File: src/rtl/lcd_frame_driver_pkg.sv
// Shared definitions for the character LCD frame driver: HD44780 command
// codes, the blank character, and the state encodings of both FSMs.
`timescale 1ns/1ps
package lcd_frame_driver_pkg;

   localparam logic [7:0] CMD_FUNC_SET = 8'h28;  // 4-bit bus, 2 lines, 5x8 font
   localparam logic [7:0] CMD_ENTRY    = 8'h06;  // increment, no shift
   localparam logic [7:0] CMD_DISP_ON  = 8'h0C;  // display on, cursor off
   localparam logic [7:0] CMD_CLEAR    = 8'h01;
   localparam logic [7:0] CMD_DDRAM_L1 = 8'h80;
   localparam logic [7:0] CMD_DDRAM_L2 = 8'hC0;
   localparam logic [7:0] CHAR_SPACE   = 8'h20;

   typedef enum logic [2:0] {
      PWR_WAIT, INIT_NIB, INIT_CMD, IDLE, SET_L1, WR_L1, SET_L2, WR_L2
   } state_t;

   typedef enum logic [2:0] {
      TX_IDLE, TX_SETUP, TX_HIGH, TX_HOLD, TX_GAP, TX_POST
   } tx_state_t;

   // Full-byte part of the init sequence, in order.
   function automatic logic [7:0] init_cmd(input logic [1:0] i);
      case (i)
         2'd0:    return CMD_FUNC_SET;
         2'd1:    return CMD_ENTRY;
         2'd2:    return CMD_DISP_ON;
         default: return CMD_CLEAR;
      endcase
   endfunction

endpackage

File: src/rtl/lcd_byte_tx.sv
// Sends one byte (or a single high nibble) to the LCD in 4-bit mode and then
// waits a caller-chosen delay. Owns the one shared 20-bit down-counter, so
// plain waits (delay_only) are also run through here.
`timescale 1ns/1ps
module lcd_byte_tx
   import lcd_frame_driver_pkg::*;
#(
   parameter int T_E_HIGH  = 12,
   parameter int T_SETUP   = 2,
   parameter int T_NIB_GAP = 50
) (
   input  logic        clk,
   input  logic        rst,
   input  logic        start,
   input  logic        rs,
   input  logic [7:0]  data,
   input  logic        nibble_only,
   input  logic        delay_only,
   input  logic [19:0] post_delay,
   output logic        done,
   output logic [3:0]  SF_D,
   output logic        LCD_E,
   output logic        LCD_RS
);

   localparam logic [19:0] SETUP_LD = 20'(T_SETUP - 1);
   localparam logic [19:0] EHIGH_LD = 20'(T_E_HIGH - 1);
   localparam logic [19:0] GAP_LD   = 20'(T_NIB_GAP - 1);

   tx_state_t   state, state_next;
   logic [19:0] cnt, cnt_next, post, post_next;
   logic [7:0]  data_q, data_q_next;
   logic        only, only_next, low, low_next, done_next;
   logic [3:0]  sf_d_next;
   logic        e_next, rs_next;

   // State, counter and pin registers.
   always_ff @(posedge clk or posedge rst) begin
      if (rst) begin
         state  <= TX_IDLE;
         cnt    <= '0;
         post   <= '0;
         data_q <= '0;
         only   <= 1'b0;
         low    <= 1'b0;
         done   <= 1'b0;
         SF_D   <= '0;
         LCD_E  <= 1'b0;
         LCD_RS <= 1'b0;
      end else begin
         state  <= state_next;
         cnt    <= cnt_next;
         post   <= post_next;
         data_q <= data_q_next;
         only   <= only_next;
         low    <= low_next;
         done   <= done_next;
         SF_D   <= sf_d_next;
         LCD_E  <= e_next;
         LCD_RS <= rs_next;
      end
   end

   // Strobe sequencing: setup, E high, hold, optional gap + low nibble, post delay.
   always_comb begin
      state_next  = state;
      cnt_next    = cnt - 20'd1;
      post_next   = post;
      data_q_next = data_q;
      only_next   = only;
      low_next    = low;
      done_next   = 1'b0;
      sf_d_next   = SF_D;
      e_next      = LCD_E;
      rs_next     = LCD_RS;
      case (state)
         TX_IDLE: begin
            cnt_next = cnt;
            if (start) begin
               data_q_next = data;
               only_next   = nibble_only;
               post_next   = post_delay;
               low_next    = 1'b0;
               if (delay_only) begin
                  cnt_next   = post_delay - 20'd1;
                  state_next = TX_POST;
               end else begin
                  sf_d_next  = data[7:4];
                  rs_next    = rs;
                  cnt_next   = SETUP_LD;
                  state_next = TX_SETUP;
               end
            end
         end
         TX_SETUP: if (cnt == '0) begin
            e_next     = 1'b1;
            cnt_next   = EHIGH_LD;
            state_next = TX_HIGH;
         end
         TX_HIGH: if (cnt == '0) begin
            e_next     = 1'b0;
            cnt_next   = SETUP_LD;
            state_next = TX_HOLD;
         end
         TX_HOLD: if (cnt == '0) begin
            if (!low && !only) begin
               cnt_next   = GAP_LD;
               state_next = TX_GAP;
            end else begin
               cnt_next   = post - 20'd1;
               state_next = TX_POST;
            end
         end
         TX_GAP: if (cnt == '0) begin
            sf_d_next  = data_q[3:0];
            low_next   = 1'b1;
            cnt_next   = SETUP_LD;
            state_next = TX_SETUP;
         end
         TX_POST: if (cnt == '0) begin
            done_next  = 1'b1;
            cnt_next   = cnt;
            state_next = TX_IDLE;
         end
         default: state_next = TX_IDLE;
      endcase
   end

endmodule

File: src/rtl/lcd_frame_driver.sv
// 2x16 character frame buffer plus the init/repaint sequencer for an
// HD44780-style LCD. Optional build macro LCD_SHADOW_EN snapshots the buffer
// at the start of each repaint so mid-repaint writes cannot tear the frame.
`timescale 1ns/1ps
module lcd_frame_driver
   import lcd_frame_driver_pkg::*;
#(
   parameter int T_PWRUP     = 750000,
   parameter int T_INIT_LONG = 205000,
   parameter int T_INIT_MID  = 5000,
   parameter int T_E_HIGH    = 12,
   parameter int T_SETUP     = 2,
   parameter int T_NIB_GAP   = 50,
   parameter int T_CMD       = 2000,
   parameter int T_CLEAR     = 82000
) (
   input  logic       clk,
   input  logic       rst,
   input  logic [7:0] dat,
   input  logic [4:0] addr,
   input  logic       we,
   input  logic       repaint,
   output logic       busy,
   output logic [3:0] SF_D,
   output logic       LCD_E,
   output logic       LCD_RS
);

   state_t           state, state_next;
   logic [3:0]       idx, idx_next;
   logic             issued, issued_next, pending, pending_next;
   logic [31:0][7:0] buffer, char_src;
   logic             start, tx_rs, nib_only, delay_only, tx_done;
   logic [7:0]       tx_data;
   logic [19:0]      post;

   // Frame buffer: writable every cycle, blank after reset.
   always_ff @(posedge clk or posedge rst) begin
      if (rst)     buffer       <= {32{CHAR_SPACE}};
      else if (we) buffer[addr] <= dat;
   end

`ifdef LCD_SHADOW_EN
   logic [31:0][7:0] shadow;
   // Snapshot the whole frame as a repaint begins.
   always_ff @(posedge clk or posedge rst) begin
      if (rst) shadow <= {32{CHAR_SPACE}};
      else if (state_next == SET_L1 && state != SET_L1) shadow <= buffer;
   end
   assign char_src = shadow;
`else
   assign char_src = buffer;
`endif

   assign busy = (state != IDLE);

   // Sequencer state registers.
   always_ff @(posedge clk or posedge rst) begin
      if (rst) begin
         state   <= PWR_WAIT;
         idx     <= '0;
         issued  <= 1'b0;
         pending <= 1'b0;
      end else begin
         state   <= state_next;
         idx     <= idx_next;
         issued  <= issued_next;
         pending <= pending_next;
      end
   end

   // Per-state transfer descriptor and next-state logic; each step launches
   // one transfer and advances when the transmitter reports done.
   always_comb begin
      state_next   = state;
      idx_next     = idx;
      issued_next  = issued;
      pending_next = pending;
      start        = 1'b0;
      tx_rs        = 1'b0;
      tx_data      = 8'h00;
      nib_only     = 1'b0;
      delay_only   = 1'b0;
      post         = 20'(T_CMD);

      if (repaint && state != IDLE) pending_next = 1'b1;

      case (state)
         PWR_WAIT: begin
            delay_only = 1'b1;
            post       = 20'(T_PWRUP);
         end
         INIT_NIB: begin
            nib_only = 1'b1;
            tx_data  = (idx == 4'd3) ? 8'h20 : 8'h30;
            if (idx == 4'd0)      post = 20'(T_INIT_LONG);
            else if (idx == 4'd1) post = 20'(T_INIT_MID);
         end
         INIT_CMD: begin
            tx_data = init_cmd(idx[1:0]);
            if (idx == 4'd3) post = 20'(T_CLEAR);
         end
         SET_L1: tx_data = CMD_DDRAM_L1;
         SET_L2: tx_data = CMD_DDRAM_L2;
         WR_L1, WR_L2: begin
            tx_rs   = 1'b1;
            tx_data = char_src[{state == WR_L2, idx}];
         end
         default: ;
      endcase

      if (state == IDLE) begin
         if (repaint) begin
            state_next  = SET_L1;
            idx_next    = '0;
            issued_next = 1'b0;
         end
      end else if (!issued) begin
         start       = 1'b1;
         issued_next = 1'b1;
      end else if (tx_done) begin
         issued_next = 1'b0;
         idx_next    = idx + 4'd1;
         case (state)
            PWR_WAIT: state_next = INIT_NIB;
            INIT_NIB: if (idx == 4'd3) state_next = INIT_CMD;
            SET_L1:   state_next = WR_L1;
            WR_L1:    if (idx == 4'd15) state_next = SET_L2;
            SET_L2:   state_next = WR_L2;
            INIT_CMD, WR_L2: begin
               if ((state == INIT_CMD && idx == 4'd3) || (state == WR_L2 && idx == 4'd15)) begin
                  // A queued request (or one arriving now) chains straight on.
                  state_next   = (pending || repaint) ? SET_L1 : IDLE;
                  pending_next = 1'b0;
               end
            end
            default: state_next = IDLE;
         endcase
         if (state_next != state) idx_next = '0;
      end
   end

   lcd_byte_tx #(
      .T_E_HIGH  (T_E_HIGH),
      .T_SETUP   (T_SETUP),
      .T_NIB_GAP (T_NIB_GAP)
   ) u_tx (
      .clk         (clk),
      .rst         (rst),
      .start       (start),
      .rs          (tx_rs),
      .data        (tx_data),
      .nibble_only (nib_only),
      .delay_only  (delay_only),
      .post_delay  (post),
      .done        (tx_done),
      .SF_D        (SF_D),
      .LCD_E       (LCD_E),
      .LCD_RS      (LCD_RS)
   );

endmodule
File: config.mk
export PLATFORM = sky130hd
export DESIGN_NAME = lcd_frame_driver
export DESIGN_NICKNAME = d
export VERILOG_FILES = /design/src/rtl/lcd_frame_driver_pkg.sv /design/src/rtl/lcd_byte_tx.sv /design/src/rtl/lcd_frame_driver.sv
export SDC_FILE = /design/constraint.sdc
export NUM_CORES = 1
export LEC_CHECK = 0
export BUFFER_PORTS_ARGS = -buffer_cell sky130_fd_sc_hd__buf_2
export CAP_MARGIN = 20
export CORE_ASPECT_RATIO = 1.2
export CORE_MARGIN = 1.5
export CORE_UTILIZATION = 45
export DETAILED_ROUTE_END_ITERATION = 10
export MAX_ROUTING_LAYER = met4
export PLACE_DENSITY = 0.59
export SETUP_SLACK_MARGIN = 0.02
export SLEW_MARGIN = 20
export SYNTH_ARGS = -nofsm -noshare
export SYNTH_HDL_FRONTEND = slang
export SYNTH_SLANG_ARGS = --single-unit
File: constraint.sdc
create_clock -name clk -period 13.05 [get_ports clk]
set_clock_uncertainty 0.05 [all_clocks]
set_input_delay 1.9575 -clock clk [delete_from_list [all_inputs] [get_ports clk]]
set_output_delay 1.9575 -clock clk [all_outputs]
set_load 0.005 [all_outputs]
# Word level (Yosys, flattened, before mapping)
# Cells that the tools add are included.
# totals
register_bits,321
latchBits,0
ram_bits,0
mem_bits_ro,0
input_bits,17
elab_cells,183
memories,0
# classes
n_addsub,4
multipliers,0
div_mod_pow,0
order_cmp,3
eq_ne,28
shift,0
n_mux,72
bitwise_logic,1
n_reduce_logical,29
# ops
op,n
256-bit bitwise mux,1
20-bit two-way mux,7
20-bit case mux with 5 select lines,1
20-bit case mux with 3 select lines,1
20-bit by 1-bit subtractor with 20-bit output (second input constant),3
3-bit two-way mux,18
8-bit binary-select mux with 5-bit select,1
8-bit demux with 5-bit select,1
8-bit case mux with 5 select lines,1
3-bit case mux with 6 select lines,2
4-bit two-way mux,8
1-bit two-way mux,21
20-bit zero test,1
3-bit == test (second input constant),6
18-bit two-way mux,1
6-bit case mux with 3 select lines,1
17-bit two-way mux,1
8-bit two-way mux,2
13-bit two-way mux,1
3-bit by 2-bit == test with 1-bit output (second input constant),4
5-bit by 6-bit less-than comparator with 1-bit output (second input constant),2
3-bit AND reduction,4
2-bit by 1-bit != test with 1-bit output (second input constant),5
2-bit != test (second input constant),4
other kinds (25),40

# Depth between registers and ports, before layout
# Gate-level depths: netlist (run 1).
# depth
ltp_word,13
ltp_mapped,11
depth_no_buf,9

# By module
# From an unflattened synthesis (run 1), not the netlist that was laid out.
# hier_totals
hier_cells,1318
hier_area_um2,16567.1
# by_module_without_submodules
mod,instances,cells_each,area_each_um2
lcd_frame_driver,1,891,12744.7
lcd_byte_tx,1,427,3822.4

# Worst setup path before layout (run 1)
# Ideal clock, no wire load.
# synth_timing
path_type,in2reg
start,input addr[0]
end,register buffer[100] (netlist name)
arrival_time_ns,3.343
slack_ns,9.532
stages,5
path_buffers,2
cell_sequence,clkbuf_1 or3b_2 clkbuf_1 nor2_2 mux2_2
# synth_via
elab_chain_len,5
word_cells_on_any_way,6
# synth_rtl
item,line_no,text
from (decl),lcd_frame_driver.sv:20,"input logic [4:0] addr,"
5-bit by 6-bit less-than comparator with 1-bit output (implied by the code) or 5-bit by 1-bit >= comparator with 1-bit output (tied branches),lcd_frame_driver.sv:40,else if (we) buffer[addr] <= dat;
1-bit logical AND (implied by the code),lcd_frame_driver.sv:40,
8-bit two-way mux (implied by the code),lcd_frame_driver.sv:40,
8-bit demux with 5-bit select *,lcd_frame_driver.sv:40,
256-bit bitwise mux *,lcd_frame_driver.sv:40,
to (signal assigned),lcd_frame_driver.sv:39,if (rst) buffer <= {32{CHAR_SPACE}};
"to (signal, indexed assignment)",lcd_frame_driver.sv:40,
to (decl),lcd_frame_driver.sv:32,"logic [31:0][7:0] buffer, char_src;"
# Every way passes the cells marked *; elsewhere a longest branch is shown, timed or not.
# A chain may end at the register's enable or synchronous reset.

# Worst setup path after layout (run 1)
# layout_timing
start,register state[0]
end,output busy
# layout_via
elab_chain_len,1
# layout_rtl
item,line_no,text
from (decl),lcd_frame_driver.sv:29,"state_t state, state_next;"
from (signal assigned),lcd_frame_driver.sv:65,state <= state_next;
3-bit by 2-bit != test with 1-bit output,lcd_frame_driver.sv:55,assign busy = (state != IDLE);
to (decl),lcd_frame_driver.sv:23,"output logic busy,"
# No other way between the ends.

==> results.py, run 1 <==
metrics = {
    "run_status": {
        "status": "completed",
    },
    "placed_design": {
        "dpl_cell_area_um2": 16000,
        "place_ws_ps": 9160,
        "place_hpwl_um": 25400,
        "gp_congestion": 0.873,
        "port_buffers": 23,
    },
    "logic_synthesis": {
        "synth_common_cells": "dfrtp_1, mux2_2, nand2_1",
        "netlist.area_leader.share": 0.450,
        "yosysWarningCount": 0,
        "syn_nets": 1248,
        "yosys_register_bits": 313,
        "synth_most_common_cell": "dfrtp_1",
        "synth-edff-count": 0,
        "yosysSeqAreaShare": 0.504,
        "async_flop_share": 1.00,
        "synthCells": 1224,
        "synth_top_area_cell": "dfrtp_1",
        "synth_area_leaders": "dfrtp_1, mux2_2, mux4_2, dfstp_2, nand2_1",
        "synth_area_um2": 15600,
        "ys.flop_type": "dfrtp_1",
        "syn_area_per_cell_um2": 12.8,
        "synth_cell_types": 83,
    },
    "floorplan": {
        "chipHeight_um": 207,
        "fp.dieW_um": 173,
        "dieArea_um2": 35800,
        "initial_core_util": 0.458,
        "io_pins": 24,
        "row_count": 74,
        "coreArea_um2": 34100,
    },
    "worst_setup_path": {
        "ff2ff_setup_slack_ps": 9800,
        "reg2reg_depth": 6,
        "arrival_ps": 2160,
        "reg2reg_to": "u_tx.SF_D[3]",
        "worst_setup_path_start_kind": "register",
        "crit_path_max_fanout": 26,
        "cp-end-kind": "primary output",
        "criticalPathCategory": "register to primary output",
        "cp_data_required_time_ps": 11040,
        "rr_startpoint": "idx[0]",
    },
    "sta": {
        "hold_viol_final": 0,
        "setup_slack_ps": 8880,
        "rsz0062_at_grt": "false",
        "tightestPinTransition_ps": 998,
        "setup_viol": 0,
        "max_freq_mhz": 240,
        "tns_ps": 0,
        "fin_crit_ps": 4170,
        "post-route-period-util": 0.319,
        "slew_viol_final": 0,
        "slew_headroom": 0.332,
    },
    "cells_and_area": {
        "fin_nets": 1238,
        "fillers": 3097,
        "design_area_um2": 17200,
        "syn2layout_area_growth_pct": 10.1,
        "drive_above_1_share": 0.378,
        "n_antenna_cell": 0,
    },
    "routing": {
        "drtAntennaViolNets": 0,
        "vias": 10100,
        "drtIter0Drc": 736,
        "drt-vias-per-instance": 5.97,
        "firstDrtPassIters": 5,
        "wire_per_inst_um": 22.9,
        "wirelength_um": 38800,
        "drc": 0,
    },
    "pwr": {
        "p_per_area_nw_per_um2": 145,
        "power.switching_uw": 585,
        "p_seq_frac": 0.486,
        "pwr-share-comb": 0.116,
        "power_frac_clock": 0.398,
        "vdd_drop_max_mv": 0.0795,
        "p_sw_frac": 0.235,
        "total_leakage_power_uw": 0.00727,
        "intPower_uw": 1910,
    },
    "grt": {
        "grt.total_usage": 0.229,
        "grtUsageMet2": 0.387,
        "grt_max_degree": 171,
        "grt_pass1_vias": 10400,
        "gr-max-usage-layer": "met2",
        "grt_util_met1": 0.297,
        "grt_pass1_wl_um": 62300,
        "grtUsageMet3": 0.0273,
        "antenna_found_initial": 0,
        "grt_overflow": 0,
    },
    "cts": {
        "clockBufferDepth": 3,
        "cts_sinks": 313,
        "cts_max_level": 2,
        "holdBufCountCts": 0,
        "clk_pin_slew_worst_paths_ps": 60,
        "cts-root-buf": "clkbuf_16",
        "cts_buffers": 35,
        "post_cts_buffers": 0,
        "cts_tree": "yes",
        "cts_resized": 0,
        "insertion_delay_ps": 530,
    },
    "hold_path": {
        "worstHoldStart": "buffer[235]",
        "holdPathEnd": "buffer[235]",
        "min_path_type": "register to register",
        "hold_depth": 1,
    },
    "job": {
        "maxCapViolCount": 0,
    },
}
through the flow:
step | hold WS, ps | util | std cells | total power (uW)
6_report | 449 | 0.504 | 1696 | 2490
4_1_cts | 452 | 0.504 | 1696 | 2520
5_1_grt | 461 | 0.504 | 1696 | 2600
3_3_place_gp | 427 | 0.471 | 1633 | 1510
2_1_floorplan | 410 | - | 1224 | 1440
3_5_place_dp | 439 | 0.471 | 1633 | 1520
power groups by stage:
stage          clock, uW  sequential, uW  combinational [uW]
2_1_floorplan          0            1200                 236
3_3_place_gp           0            1220                 285
3_5_place_dp           0            1230                 294
4_1_cts             1010            1210                 295
5_1_grt             1060            1230                 316
6_report             993            1210                 290
cells in the final DEF (no fill, tap or decap), types with 5 or more instances in the layout:
master,synthesis,layout
inv_1,19,18
ha_1,7,7
a21o_1,5,5
nor3b_1,7,7
dfrtp_1,281,278
nand2_1,86,86
dfstp_2,32,32
buf_4,5,7
a21oi_1,29,29
o31ai_1,5,5
nand3_1,25,25
xnor2_1,5,5
mux4_2,67,67
or3_1,10,10
nor2_1,65,65
nor2b_1,7,7
and3_1,8,8
clkinv_2,0,5
o2bb2ai_1,5,5
a31oi_1,13,13
a22o_1,5,5
nor2_2,6,6
mux2i_1,11,11
nor4_1,8,8
buf_2,18,23
o21ai_0,34,34
clkbuf_1,50,13
mux2_2,260,260
clkbuf_16,0,36
nand3b_1,7,7
xor2_1,6,6
nor3_1,23,23
o21ai_1,12,12
nand4_1,9,9
layout make-up:
| type | count | area, um2 | area share |
|---|---|---|---|
| flip-flops and latches | 313 | 7880 | 0.459 |
| clock inverters | 10 | 140 | 0.00815 |
| well taps | 456 | 571 | 0.0332 |
| multi-input cells | 812 | 7310 | 0.425 |
| inverters | 21 | 91.3 | 0.00531 |
| repair buffers | 31 | 188 | 0.0109 |
| clock buffers | 53 | 1000 | 0.0585 |
how the worst max path moves through the flow:
stage                   from        end  cells past startpoint  slack (ps)
floorplan                rst  buffer[0]                      1        2440
global placement         rst     idx[0]                      3        9120
detailed placement       rst     idx[0]                      3        9160
CTS                 state[0]       busy                      3        8900
global route        state[0]       busy                      3        8740
finish              state[0]       busy                      3        8880
worst max-delay path, stage by stage, from the launching register on:
cell     delay [ps]
dfrtp_1         860
and3b_1         440
inv_1           180
buf_2           160
state kept, by name (all words and copies together) (netlist names), 3 cells and up:
name,cells
u_tx.SF_D,4
u_tx.cnt,20
state,3
u_tx.post,12
idx,4
u_tx.data_q,4
buffer,256
u_tx.state,3
routing by layer:
layer | up-vias | part of all wire
met3 | 52 | 0.029
met2 | 191 | 0.51
li1 | 4543 | -
met5 | - | 0
met4 | 0 | 0.016
met1 | 5343 | 0.45
logic make-up after synthesis:
logic type               count (synthesis)  share of synthesized area
AO/OA/AOI/OAI                          160                     0.0680
XOR/XNOR                                11                    0.00617
adder cells (fa/ha/maj)                 10                    0.00761
buffers and inverters                   99                     0.0274
flip-flops                             313                      0.504
multiplexers                           338                      0.291
AND/OR/NAND/NOR                        293                     0.0954
Note: power is estimated with default switching activity, not from simulation.
==> run 2: changes to the inputs <==
ABC_AREA = 1   (was not set)
clock period = 3.9 ns   (was 13.05 ns; I/O delays follow)
==> run 2 against run 1 <==
  * Core utilization increased by 0.49 points
  * Power increased to 3.4 times the previous value
  * Worst setup slack got worse by 7800 ps
  * Flip-flop and latch count unchanged
  * Synthesized cell count increased by 67%
  * Via count increased by 32%
  * Combinational power increased to 3.1 times the previous value
  * Clock power increased to 3.5 times the previous value
  * Register-to-register slack got worse by 8700 ps
  * Cell area increased by 0.98%
  * First-iteration DRC count increased by 54%
  * Largest power group unchanged
==> results.py, run 2 <==
metrics = {
    "floorplan": {
        "row_count": 74,
        "fp.dieW_um": 173,
        "dieArea_um2": 35800,
        "io_pins": 24,
        "chipHeight_um": 207,
        "initial_core_util": 0.458,
        "coreArea_um2": 34100,
    },
    "job": {
        "maxCapViolCount": 0,
    },
    "grt": {
        "grt_pass1_wl_um": 72100,
        "grt_pass1_vias": 12700,
        "antenna_found_initial": 0,
        "grt.total_usage": 0.260,
        "grt_max_degree": 151,
        "grt_overflow": 0,
    },
    "logic_synthesis": {
        "ys.flop_type": "dfrtp_1",
        "yosysSeqAreaShare": 0.504,
        "async_flop_share": 1.00,
        "netlist.area_leader.share": 0.451,
        "synth_area_leaders": "dfrtp_1, nand2_1, o21ai_0, dfstp_2, nor2_1",
        "yosysWarningCount": 0,
        "syn_area_per_cell_um2": 7.63,
        "synth_top_area_cell": "dfrtp_1",
        "syn_nets": 2069,
        "yosys_register_bits": 313,
        "synth_common_cells": "nand2_1, o21ai_0, dfrtp_1",
        "synth_area_um2": 15600,
        "synthCells": 2045,
        "synth_cell_types": 38,
        "synth-edff-count": 0,
        "synth_most_common_cell": "nand2_1",
    },
    "cts": {
        "cts_buffers": 35,
        "cts-root-buf": "clkbuf_16",
        "cts_max_level": 2,
        "cts_sinks": 313,
        "holdBufCountCts": 0,
        "cts_resized": 0,
        "clk_pin_slew_worst_paths_ps": 60,
        "post_cts_buffers": 0,
        "cts_tree": "yes",
        "clockBufferDepth": 3,
        "insertion_delay_ps": 530,
    },
    "pwr": {
        "p_per_area_nw_per_um2": 483,
        "total_leakage_power_uw": 0.00819,
        "power_uw": 8380,
        "vdd_drop_max_mv": 0.379,
    },
    "worst_setup_path": {
        "arrival_ps": 3130,
        "criticalPathCategory": "register to register",
        "cp-end-kind": "register",
        "worst_setup_path_start_kind": "register",
        "ff2ff_setup_slack_ps": 1130,
        "cp_data_required_time_ps": 4260,
        "crit_path_max_fanout": 23,
    },
    "hold_path": {
        "min_path_type": "input pin to async pin",
    },
    "sta": {
        "max_freq_mhz": 361,
        "slew_headroom": 0.271,
        "setup_viol": 0,
        "rsz0062_at_grt": "false",
        "hold_viol_final": 0,
        "slew_viol_final": 0,
        "fin_crit_ps": 2770,
        "tightestPinTransition_ps": 1090,
        "post-route-period-util": 0.711,
        "holdWs_ps": 26.3,
    },
    "placed_design": {
        "port_buffers": 23,
        "place_hpwl_um": 29000,
        "dpl_cell_area_um2": 16100,
        "gp_congestion": 0.899,
    },
    "cells_and_area": {
        "design_area_um2": 17400,
        "fin_nets": 2045,
        "layout_common_cells": "nand2_1, o21ai_0, dfrtp_1",
        "syn2layout_area_growth_pct": 11.2,
        "n_antenna_cell": 0,
        "reg_top3": "buffer (256), u_tx.cnt (20), u_tx.post (12)",
        "layout_commonest_cell": "nand2_1",
        "drive_above_1_share": 0.0870,
        "largest-register": "buffer",
        "fillers": 3447,
        "largest_reg_flops": 256,
    },
    "routing": {
        "firstDrtPassIters": 7,
        "drc": 0,
        "drtIter0Drc": 1133,
        "drtAntennaViolNets": 0,
        "wire_per_inst_um": 17.6,
        "wirelength_um": 44100,
        "vias": 13300,
        "drt-vias-per-instance": 5.33,
    },
    "run_status": {
        "status": "completed",
    },
}
==> run 2: cell count changes after synthesis, moves of 14 or more <==
cell | previous run | this run
o211ai_1 | 3 | 31
nand3_1 | 25 | 117
nor3_1 | 23 | 9
inv_1 | 19 | 141
mux2_2 | 260 | 0
nor2_1 | 65 | 215
clkbuf_1 | 50 | 73
buf_2 | 18 | 34
mux4_2 | 67 | 0
o21ai_0 | 34 | 359
a21oi_1 | 29 | 52
nand2_1 | 86 | 592
==> run 2: path summary, 6_finish.rpt <==
check | depth (start not counted) | start | end
min | 2 | rst | buffer[12]
min in group clk | 3 | dat[3] | buffer[123]
max | 12 | u_tx.cnt[0] | u_tx.cnt[16]
max reg2reg | 12 | u_tx.cnt[0] | u_tx.cnt[16]
min reg2reg | 2 | buffer[2] | buffer[2]
max in group asynchronous | 4 | rst | buffer[165]
==> run 2: critical path, stage by stage (launching register included) <==
cell	delay (ps)
dfrtp_1	370
inv_1	70
ha_1	250
nand2_2	130
nor2_4	80
nand2_2	100
nor2_4	70
a21oi_2	820
nand2_2	290
inv_1	190
nand3_1	80
o21ai_1	80
inv_1	50
==> run 2: routing by layer <==
| layer | track usage | part of all wire | vias up |
|---|---|---|---|
| li1 | - | - | 6595 |
| met1 | 0.340 | 0.45 | 6396 |
| met2 | 0.430 | 0.49 | 278 |
| met3 | 0.0296 | 0.042 | 72 |
| met4 | 0.0726 | 0.024 | 0 |
| met5 | - | 0 | - |
==> run 2: final cells by class <==
| class | instances | area [um2] | area share |
|---|---|---|---|
| Clock buffer | 51 | 1040 | 0.0597 |
| Clock inverter | 11 | 163 | 0.00937 |
| Inverter | 150 | 568 | 0.0327 |
| Multi-Input combinational cell | 1472 | 6710 | 0.387 |
| Sequential cell | 313 | 7880 | 0.454 |
| Tap cell | 456 | 571 | 0.0329 |
| Timing Repair Buffer | 49 | 430 | 0.0248 |
==> run 2: cell families after synthesis <==
family                     synth area share
adders and majority gates           0.00561
DFF                                   0.504
buffers and inverters                0.0657
xor gates and xnor gates            0.00954
and+or+nand+nor                       0.254
AOI/OAI and AO/OA                     0.161
==> run 2: power by group <==
group	switching [uW]	internal (uW)	total, uW
Clock	1340	2110	3450
Combinational	542	351	893
Sequential	246	3790	4040
==> run 2: per-stage QoR <==
stage | utilization | worst slack, ps | instances | setup TNS, ps
global route | 0.509 | 859 | 2502 | 0
detailed placement | 0.474 | 1110 | 2439 | 0
global placement | 0.473 | 1190 | 2438 | 0
floorplan | - | -878 | 2045 | -246650
CTS | 0.509 | 1090 | 2501 | 0
finish | 0.509 | 1130 | 2502 | 0
==> run 3: changes to the inputs <==
PLACE_DENSITY = 0.62   (was 0.59)
clock period = 2.55 ns   (was 3.9 ns; I/O delays follow)
==> run 3 against run 2 <==
  * Register-to-register slack got worse by 840 ps
  * Worst hold slack improved by 2.2 ps
  * Combinational power increased by 56%
  * Critical path depth decreased by 1
  * Cell count increased by 1.2%
  * Global-route usage increased by 0.48 points
  * Clock-buffer cell count increased by 5
  * Core utilization increased by 0.51 points
  * Die area unchanged
  * Flip-flop and latch count unchanged
  * Maximum frequency increased by 23%
  * Via count increased by 3.0%
  * Highest routed layer unchanged
==> results.py, run 3 (synthesis results as in run 2) <==
metrics = {
    "run_status": {
        "status": "completed",
    },
    "placed_design": {
        "place_hpwl_um": 29800,
        "port_buffers": 23,
        "gp_congestion": 0.962,
        "place_ws_ps": 309,
    },
    "cts": {
        "clk_pin_slew_worst_paths_ps": 60,
        "post_cts_buffers": 0,
        "insertion_delay_ps": 540,
        "cts_sinks": 313,
        "cts_tree": "yes",
        "clockBufferDepth": 3,
        "cts-root-buf": "clkbuf_16",
        "cts_resized": 0,
        "cts_buffers": 36,
        "cts_max_level": 2,
    },
    "floorplan": {
        "dieArea_um2": 35800,
        "row_count": 74,
        "io_pins": 24,
        "fp.dieW_um": 173,
        "initial_core_util": 0.458,
        "coreArea_um2": 34100,
        "chipHeight_um": 207,
    },
    "pwr": {
        "total_leakage_power_uw": 0.00830,
        "vdd_drop_max_mv": 0.508,
        "p_per_area_nw_per_um2": 718,
        "power_uw": 12600,
    },
    "grt": {
        "antenna_found_initial": 0,
        "grt_pass1_wl_um": 73200,
        "grt_pass1_vias": 13200,
        "grt.total_usage": 0.265,
        "grt_max_degree": 118,
        "grt_overflow": 0,
    },
    "routing": {
        "wirelength_um": 45400,
        "wire_per_inst_um": 17.9,
        "drtIter0Drc": 1197,
        "drc": 0,
        "drt-vias-per-instance": 5.43,
        "firstDrtPassIters": 5,
        "vias": 13700,
        "drtAntennaViolNets": 0,
    },
    "sta": {
        "slew_headroom": 0.542,
        "hold_viol_final": 0,
        "slew_viol_final": 0,
        "tightestPinTransition_ps": 680,
        "setup_slack_ps": 290,
        "fin_crit_ps": 2260,
        "setup_viol": 0,
        "max_freq_mhz": 442,
        "tns_ps": 0,
        "post-route-period-util": 0.886,
        "rsz0062_at_grt": "false",
    },
    "cells_and_area": {
        "largest-register": "buffer",
        "area.sequential_um2": 7880,
        "n_antenna_cell": 0,
        "reg_top3": "buffer (256), u_tx.cnt (20), u_tx.post (12)",
        "drive_above_1_share": 0.0968,
        "fillers": 3385,
        "largest_reg_flops": 256,
        "layout_commonest_cell": "nand2_1",
        "layout_common_cells": "nand2_1, o21ai_0, dfrtp_1",
        "fin_nets": 2072,
        "syn2layout_area_growth_pct": 12.3,
        "multi_input_area_um2": 6710,
    },
    "worst_setup_path": {
        "startpoint": "u_tx.cnt[0]",
        "criticalPathCategory": "register to register",
        "crit_path_max_fanout": 17,
        "rr_startpoint": "u_tx.cnt[0]",
        "worst_setup_path_start_kind": "register",
        "cp-end-kind": "register",
        "cp_data_required_time_ps": 2930,
        "arrival_ps": 2640,
    },
    "hold_path": {
        "worstHoldStart": "dat[4]",
        "min_path_type": "input pin to register",
    },
    "job": {
        "maxCapViolCount": 0,
    },
}
-- run 3: cell types whose count changed in the layout (fill, tap and decap cells not counted), sizes merged --
cell,before,now
buf,49,74
bufinv,4,0
clkbuf,51,56
clkinvlp,1,3
dlygate4sd3,0,1
inv,144,145
-- run 3: worst paths after layout --
kind | endpoint | slack [ps] | cells past startpoint
setup / recovery | u_tx.cnt[5] | 290 | 11
hold / removal | buffer[124] | 30 | 3
min in group asynchronous | buffer[46] | 290 | 3
hold reg to reg | pending | 420 | 1
max in group asynchronous | buffer[251] | 1280 | 4
setup reg to reg | u_tx.cnt[5] | 290 | 11
-- run 3: critical path, stage by stage (launching register included) --
cell and delay [ps]:
dfrtp_1 390, inv_1 100, ha_1 220, nand2_2 100
nor2_4 230, nand2_2 120, nor2_4 240, a21oi_2 180
buf_4 240, nor2_1 100, o21bai_1 120, inv_1 50
-- run 3: per-stage QoR --
stage,instance area (um2),cells,hold slack (ps),util
after floorplan,15600,2045,387,-
after global placement,16400,2465,261,0.481
after detailed placement,16400,2465,263,0.481
after CTS,17500,2532,18.3,0.514
after global routing,17500,2532,44.7,0.514
final,17500,2532,28.5,0.514
-- run 3: final cells by class --
cell class                      instances  share of cell area
Clock inverter                         10             0.00378
Tap cell                              456              0.0325
Inverter                              150              0.0324
Clock buffer                           56              0.0615
Sequential cell                       313               0.449
Multi-Input combinational cell       1472               0.383
Timing Repair Buffer                   75              0.0375
-- run 3: routing by layer --
| layer | routed length [um] | track usage |
|---|---|---|
| met2 | 21800 | 0.425 |
| met5 | 0 | - |
| met4 | 1450 | 0.0930 |
| met1 | 19800 | 0.344 |
| met3 | 2340 | 0.0385 |
-- run 3: timing repair --
action                                  4_1_cts  5_1_grt
endpoints found under the setup margin        0        0
hold endpoints to repair                     23        0
hold buffers                                  1        0
-- run 3: power by group --
group,leakage (uW),total (uW),internal (uW),switching [uW]
logic,0.00380,1390,550,842
registers,0.00394,6180,5800,376
clock network,0.000560,5020,2920,2100
total,0.00830,12600,9280,3320
